$ cat src/rtl/adc_scan_sequencer_if.sv
//------------------------------------------------------------------------------
// Module      : adc_scan_sequencer_if
// Description : Frame-level command/response link between the scan sequencer
//               and the LTC2308 SPI frame engine.
// Revision    : 1.0 - initial release
//------------------------------------------------------------------------------
`default_nettype none

interface adc_scan_sequencer_if;
  logic        cmd_valid;
  logic        cmd_ready;
  logic [5:0]  cmd_cfg;
  logic        rsp_valid;
  logic [11:0] rsp_data;

  modport master (
    output cmd_valid,
    output cmd_cfg,
    input  cmd_ready,
    input  rsp_valid,
    input  rsp_data
  );

  modport slave (
    input  cmd_valid,
    input  cmd_cfg,
    output cmd_ready,
    output rsp_valid,
    output rsp_data
  );
endinterface

`default_nettype wire

$ cat src/rtl/adc_scan_sequencer.sv
//------------------------------------------------------------------------------
// Module      : adc_scan_sequencer
// Description : Periodic multi-channel LTC2308 scan sequencer; realigns the
//               one-frame-late results to their channels and holds them.
// Revision    : 1.0 - initial release
//------------------------------------------------------------------------------
`default_nettype none

module adc_scan_sequencer #(
  parameter int SCAN_DIV = 50000,
  parameter int TIMEOUT  = 4096
) (
  input  logic                  clk,
  input  logic                  reset,
  input  logic                  enable,
  input  logic [7:0]            chan_mask,
  input  logic                  unipolar,
  input  logic                  clr_err,
  adc_scan_sequencer_if.master  bus,
  input  logic [2:0]            rd_ch,
  output logic [11:0]           rd_data,
  output logic                  rd_valid,
  output logic                  scan_done,
  output logic [15:0]           scan_count,
  output logic                  overrun,
  output logic                  timeout_err
);

  localparam int                  c_DIV_W     = (SCAN_DIV > 2) ? $clog2(SCAN_DIV) : 1;
  localparam int                  c_TO_W      = $clog2(TIMEOUT + 1);
  localparam logic [c_DIV_W-1:0]  c_DIV_LOAD  = c_DIV_W'(SCAN_DIV - 1);
  localparam logic [c_TO_W-1:0]   c_TO_LAST   = c_TO_W'(TIMEOUT - 1);

  typedef enum logic [1:0] {
    S_IDLE     = 2'd0,
    S_ISSUE    = 2'd1,
    S_WAIT_RSP = 2'd2,
    S_NEXT     = 2'd3
  } state_t;

  function automatic logic [2:0] lowest_set(input logic [7:0] m);
    lowest_set = 3'd0;
    for (int i = 7; i >= 0; i--) begin
      if (m[i]) lowest_set = 3'(i);
    end
  endfunction

  function automatic logic [5:0] cfg_word(input logic [2:0] c, input logic uni);
    cfg_word = {1'b1, c[0], c[2], c[1], uni, 1'b0};
  endfunction

  state_t              r_state, w_state_nxt;
  logic [c_DIV_W-1:0]  r_tick_cnt;
  logic [c_TO_W-1:0]   r_to_cnt;
  logic [7:0]          r_scan_mask;
  logic [2:0]          r_ch;
  logic [2:0]          r_issued_ch;
  logic [2:0]          r_store_ch;
  logic                r_first;
  logic                r_flushed;
  logic [5:0]          r_cfg;
  logic [11:0]         r_result [8];
  logic [7:0]          r_valid;
  logic                r_scan_done;
  logic [15:0]         r_scan_count;
  logic                r_overrun;
  logic                r_timeout_err;

  logic                w_tick;
  logic [7:0]          w_higher;
  logic                w_start, w_accept, w_store, w_timeout, w_advance, w_flush, w_done;

  assign w_tick   = enable && (r_tick_cnt == '0);
  // Channels of the latched mask strictly above the current one.
  assign w_higher = r_scan_mask & ~((8'd2 << r_ch) - 8'd1);

  always_ff @(posedge clk or negedge reset) begin
    if (!reset) r_state <= S_IDLE;
    else        r_state <= w_state_nxt;
  end

  always_comb begin
    w_state_nxt = r_state;
    w_start     = 1'b0;
    w_accept    = 1'b0;
    w_store     = 1'b0;
    w_timeout   = 1'b0;
    w_advance   = 1'b0;
    w_flush     = 1'b0;
    w_done      = 1'b0;
    case (r_state)
      S_IDLE: begin
        if (w_tick && (chan_mask != '0)) begin
          w_start     = 1'b1;
          w_state_nxt = S_ISSUE;
        end
      end
      S_ISSUE: begin
        if (bus.cmd_ready) begin
          w_accept    = 1'b1;
          w_state_nxt = S_WAIT_RSP;
        end
      end
      S_WAIT_RSP: begin
        if (bus.rsp_valid) begin
          w_store     = !r_first;
          w_state_nxt = S_NEXT;
        end else if (r_to_cnt == c_TO_LAST) begin
          w_timeout   = 1'b1;
          w_state_nxt = S_IDLE;
        end
      end
      S_NEXT: begin
        if (w_higher != '0) begin
          w_advance   = 1'b1;
          w_state_nxt = S_ISSUE;
        end else if (!r_flushed) begin
          w_flush     = 1'b1;
          w_state_nxt = S_ISSUE;
        end else begin
          w_done      = 1'b1;
          w_state_nxt = S_IDLE;
        end
      end
      default: w_state_nxt = S_IDLE;
    endcase
  end

  always_ff @(posedge clk or negedge reset) begin
    if (!reset) begin
      r_tick_cnt    <= c_DIV_LOAD;
      r_to_cnt      <= '0;
      r_scan_mask   <= '0;
      r_ch          <= '0;
      r_issued_ch   <= '0;
      r_store_ch    <= '0;
      r_first       <= 1'b0;
      r_flushed     <= 1'b0;
      r_cfg         <= '0;
      r_valid       <= '0;
      r_scan_done   <= 1'b0;
      r_scan_count  <= '0;
      r_overrun     <= 1'b0;
      r_timeout_err <= 1'b0;
      for (int i = 0; i < 8; i++) r_result[i] <= '0;
    end else begin
      if (!enable || (r_tick_cnt == '0)) r_tick_cnt <= c_DIV_LOAD;
      else                               r_tick_cnt <= r_tick_cnt - 1'b1;

      if (w_start) begin
        r_scan_mask <= chan_mask;
        r_ch        <= lowest_set(chan_mask);
        r_cfg       <= cfg_word(lowest_set(chan_mask), unipolar);
        r_first     <= 1'b1;
        r_flushed   <= 1'b0;
      end
      if (w_advance) begin
        r_ch  <= lowest_set(w_higher);
        r_cfg <= cfg_word(lowest_set(w_higher), unipolar);
      end
      // The flush frame repeats the last channel only to clock out its result.
      if (w_flush) begin
        r_flushed <= 1'b1;
        r_cfg     <= cfg_word(r_ch, unipolar);
      end

      if (w_accept) begin
        r_to_cnt    <= '0;
        r_issued_ch <= r_ch;
        r_store_ch  <= r_issued_ch;
      end else if (r_state == S_WAIT_RSP) begin
        r_to_cnt <= r_to_cnt + 1'b1;
      end

      if ((r_state == S_WAIT_RSP) && bus.rsp_valid) r_first <= 1'b0;
      if (w_store) begin
        r_result[r_store_ch] <= bus.rsp_data;
        r_valid[r_store_ch]  <= 1'b1;
      end

      r_scan_done <= w_done;
      if (w_done) r_scan_count <= r_scan_count + 1'b1;

      // A new error in the same cycle as clr_err keeps the flag set.
      if (w_tick && (r_state != S_IDLE)) r_overrun <= 1'b1;
      else if (clr_err)                  r_overrun <= 1'b0;
      if (w_timeout)    r_timeout_err <= 1'b1;
      else if (clr_err) r_timeout_err <= 1'b0;
    end
  end

  assign bus.cmd_valid = (r_state == S_ISSUE);
  assign bus.cmd_cfg   = r_cfg;
  assign rd_data       = r_result[rd_ch];
  assign rd_valid      = r_valid[rd_ch];
  assign scan_done     = r_scan_done;
  assign scan_count    = r_scan_count;
  assign overrun       = r_overrun;
  assign timeout_err   = r_timeout_err;

endmodule

`default_nettype wire

$ cat src/flat_wrapper.sv
// flat-port wrapper written by rule: the top's interface ports become plain ports
module adc_scan_sequencer_flat 
#(
  parameter int SCAN_DIV = 50000,
  parameter int TIMEOUT  = 4096
)
  (clk, reset, enable, chan_mask, unipolar, clr_err, rd_ch, rd_data, rd_valid, scan_done, scan_count, overrun, timeout_err, bus_cmd_valid, bus_cmd_cfg, bus_cmd_ready, bus_rsp_valid, bus_rsp_data);
  adc_scan_sequencer_if bus_i ();
  input  logic clk;
  input  logic reset;
  input  logic enable;
  input  logic [7:0] chan_mask;
  input  logic unipolar;
  input  logic clr_err;
  input  logic [2:0] rd_ch;
  output logic [11:0] rd_data;
  output logic rd_valid;
  output logic scan_done;
  output logic [15:0] scan_count;
  output logic overrun;
  output logic timeout_err;
  output wire logic [$bits(bus_i.cmd_valid)-1:0] bus_cmd_valid;
  output wire logic [$bits(bus_i.cmd_cfg)-1:0] bus_cmd_cfg;
  input wire logic [$bits(bus_i.cmd_ready)-1:0] bus_cmd_ready;
  input wire logic [$bits(bus_i.rsp_valid)-1:0] bus_rsp_valid;
  input wire logic [$bits(bus_i.rsp_data)-1:0] bus_rsp_data;
  assign bus_cmd_valid = bus_i.cmd_valid;
  assign bus_cmd_cfg = bus_i.cmd_cfg;
  assign bus_i.cmd_ready = bus_cmd_ready;
  assign bus_i.rsp_valid = bus_rsp_valid;
  assign bus_i.rsp_data = bus_rsp_data;
  adc_scan_sequencer #(.SCAN_DIV(SCAN_DIV), .TIMEOUT(TIMEOUT)) u_core (.clk(clk), .reset(reset), .enable(enable), .chan_mask(chan_mask), .unipolar(unipolar), .clr_err(clr_err), .bus(bus_i), .rd_ch(rd_ch), .rd_data(rd_data), .rd_valid(rd_valid), .scan_done(scan_done), .scan_count(scan_count), .overrun(overrun), .timeout_err(timeout_err));
endmodule
$ cat config.mk
export PLATFORM = sky130hd
export DESIGN_NAME = adc_scan_sequencer_flat
export DESIGN_NICKNAME = d
export VERILOG_FILES = /design/src/rtl/adc_scan_sequencer_if.sv /design/src/rtl/adc_scan_sequencer.sv /design/src/flat_wrapper.sv
export SDC_FILE = /design/constraint.sdc
export NUM_CORES = 1
export LEC_CHECK = 0
export ABC_AREA = 1
export CORE_UTILIZATION = 35
export DETAILED_ROUTE_END_ITERATION = 16
export GPL_TIMING_DRIVEN = 1
export SYNTH_ARGS = -nofsm -noshare
export SYNTH_HDL_FRONTEND = slang
export SYNTH_SLANG_ARGS = --single-unit
$ cat constraint.sdc
create_clock -name clk -period 2.1 [get_ports clk]
set_input_delay 0.315 -clock clk [delete_from_list [all_inputs] [get_ports clk]]
set_output_delay 0.315 -clock clk [all_outputs]
set_load 0.1 [all_outputs]
==> impl_metrics.py <==
metrics = {
    "pwr": {
        "powerDensity_nw_per_um2": 918.2,
        "leakagePower_nw": 4.814,
        "max-vdd-ir-drop_uv": 763.7,
        "power_mw": 9.552,
    },
    "sta": {
        "max_freq_mhz": 502.0,
        "finClkSkew_ns": 0.009531,
        "rsz0062_at_grt": "no",
        "fin_crit_sh_pct": 94.86,
        "final_hold_viol_count": 0,
        "worst_pin_slew_ns": 0.5524,
        "setup_viol": 0,
        "fin_tns_setup_ns": 0,
        "relSlewSlack_pct": 63.17,
        "maxSlewViolCount": 0,
        "layout_min_cycle_time_ns": 1.992,
    },
    "global_routing": {
        "grt_usage_pct": 17.67,
        "grt_pass1_vias": 6652,
        "antenna_found_initial": 0,
        "grt_max_degree": 56,
        "overflow": 0,
        "grt_pass1_wl_um": 33700,
    },
    "final_layout": {
        "stdcell_count": 1420,
        "fin_util_pct": 45.40,
        "area_growth_pct": 25.81,
        "diodes": 0,
        "fin_nets": 1128,
        "drive_gt1_share_pct": 13.64,
    },
    "synth": {
        "async_flop_share_pct": 100.0,
        "ys_seq_area_share_pct": 53.70,
        "synth_nets": 1051,
        "netlist_area_um2": 8269,
        "synth_top_area_share_pct": 50.84,
        "synth_edf_count": 0,
        "syn_inst": 1017,
        "ys.flop_type": "dfrtp_1",
        "ys_ff_latch": 177,
        "synthTopCellsByArea": "dfrtp_1, nand2_1, o21ai_0",
        "syn_area_per_cell_um2": 8.131,
        "yosysWarnings": 0,
        "synth_top_area_cell": "dfrtp_1",
        "yosysUniqueCellTypes": 38,
    },
    "die": {
        "die_area_um2": 24250,
        "rows": 55,
        "io_pins": 69,
        "start_util_pct": 36.09,
        "die_x_um": 155.7,
        "core-area_um2": 22920,
        "die_h_um": 155.7,
    },
    "placed_design": {
        "io_buffers": 67,
        "gp_congestion": 0.8308,
        "dpl.hpwl_um": 12760,
        "dpl.cell_count": 1386,
    },
    "route": {
        "wl_met2_um": 9489,
        "drtIter0Drc": 362,
        "highest_layer": "met4",
        "wl_met3_um": 587,
        "drcViolationCount": 0,
        "final_antenna_net_count": 0,
        "dr.pass1.iters": 5,
        "vias_per_cell": 4.809,
        "wire_per_inst_um": 13.99,
        "drt_wl_total_um": 19870,
        "routed-via-count": 6829,
        "met1_length_um": 9605,
    },
    "setup_path": {
        "setup.worst_path.end_class": "primary output",
        "cp_slowest_cell": "bufbuf_16",
        "rr_worst_depth": 13,
        "cp.required_ns": 1.78,
        "critPathTopFamily": "buffers and inverters",
        "path_cells": "dlygate4sd2_1 -> inv_2 -> bufbuf_16 -> a21oi_1 -> o21ai_0 -> a31oi_4 -> buf_12",
        "regToRegEndpoint": "u_core.bus.cmd_cfg[4]$_DFFE_PN0P_",
        "path_buf_inv": 4,
        "r2r_slack_ns": 0.29,
        "cp_slowest_stage_delay_ns": 0.30,
        "path_max_fanout": 13,
        "criticalPathCategory": "in2out",
        "cp_data_arrival_time_ns": 1.68,
        "startpoint_type": "input port",
        "rr_startpoint": "u_core.r_tick_cnt[0]$_DFF_PN1_",
    },
    "cts": {
        "clkLatencyLatePin_ns": 0.43,
        "cts.clk_slew.worst_paths_ns": 0.07,
        "cts_sinks": 177,
        "post-cts-setup-buffer-count": 0,
        "cts_tree": "built",
        "htree_levels": 4,
        "clock_path_buffers": 2,
        "numCtsBuffers": 17,
        "root_buffer": "clkbuf_16",
    },
    "run": {
        "drv_cap": 0,
    },
    "outcome": {
        "outcome": "complete, no violations",
    },
    "min_path": {
        "hp-class": "in2async",
    },
}
-- flip-flops by register name, summed over array words and instances, names as in the netlist, 5 cells and up --
name and count:
u_core.r_tick_cnt 16, u_core.r_to_cnt 13, u_core.r_scan_mask 7, u_core.scan_count 16
u_core.r_result 96, u_core.bus.cmd_cfg 5, u_core.r_valid 8
-- through the flow --
| stage | setup slack (ns) | hold slack [ns] | instance area [um2] |
|---|---|---|---|
| final | 0.1079 | 0.3979 | 10400 |
| after global routing | 0.004046 | 0.4316 | 10400 |
| after CTS | 0.09755 | 0.4066 | 10400 |
| after detailed placement | -0.1024 | 0.3234 | 9763 |
| after global placement | -0.1182 | 0.3349 | 9763 |
| after floorplan | -0.3140 | 0.01941 | 8446 |
-- synthesized netlist by cell type (2+ instances only) --
cell and n:
a21oi_1 16, a31oi_1 15, buf_2 12, clkbuf_1 22, clkbuf_2 3, dfrtp_1 168, dfstp_2 9, ha_1 4
inv_1 76, inv_2 2, nand2_1 264, nand2_2 3, nand3_1 34, nand3_2 5, nand4_1 3, nor2_1 130
nor2_2 2, nor3_1 12, nor4_1 3, o211ai_1 2, o21ai_0 166, o21ai_1 13, o21ai_2 3, o22ai_1 14
o31ai_1 2, or2_2 4, xnor2_1 10, xor2_1 10
-- report_power, final --
group	switching [mW]	internal [mW]
combinational	1.27	0.712
clock	1.51	1.70
sequential	0.366	3.99
total	3.15	6.41
-- logic make-up after synthesis --
kind of cell	after synthesis	share of synthesized area, %
compound gates	233	14.89
xor+xnor	20	2.118
fa+ha+maj	4	0.6053
buf+inv	118	5.629
flops	177	53.70
mux	1	0.1211
other cells	1	0.04535
simple gates	463	22.89
-- worst max path at each step --
stage | to | startpoint | depth (start not counted)
finish | rd_valid | rd_ch[1] | 7
CTS | rd_data[11] | rd_ch[1] | 7
floorplan | rd_data[0] | rd_ch[0] | 7
global route | rd_data[11] | rd_ch[1] | 7
detailed placement | rd_data[11] | rd_ch[1] | 8
global placement | rd_data[11] | rd_ch[1] | 8
-- per-layer routing --
layer	global-route usage [%]	vias to the layer above
li1	-	3471
met1	23.35	3239
met2	29.64	107
met3	3.556	12
met4	4.388	0
met5	0	-
-- layout by cell type (no fill, tap or decap), drive strengths merged, types with 2 or more instances in the layout --
| master | instances |
|---|---|
| clkinv | 4 |
| o21ai | 182 |
| buf | 68 |
| nor2 | 133 |
| o31ai | 2 |
| clkbuf | 17 |
| ha | 4 |
| nand3 | 39 |
| dfrtp | 168 |
| xor2 | 10 |
| o22ai | 14 |
| nor3 | 13 |
| xnor2 | 10 |
| nand4 | 4 |
| a21oi | 16 |
| o211ai | 2 |
| nand2 | 267 |
| or2 | 4 |
| clkdlybuf4s50 | 26 |
| dfstp | 9 |
| inv | 88 |
| a31oi | 15 |
| nor4 | 3 |
-- cell type report --
class | instances | area, um2
clock inverter | 15 | 165.2
sequential | 177 | 4441
inverter | 79 | 296.5
multi-input combinational | 722 | 3548
tap | 313 | 391.6
timing repair buffer | 97 | 1136
clock buffer | 17 | 425.4
fill | 2260 | 12510
-- timing repair --
| item | 4_1_cts | 5_1_grt |
|---|---|---|
| hold buffers | 1 | 0 |
| hold endpoints to repair | 40 | 0 |
| pin swaps | 3 | 0 |
| endpoints found under the setup margin | 13 | 3 |
| gates cloned | 1 | 0 |
| resized for setup | 3 | 3 |
No activity file was read; power rests on OpenSTA's default activity.
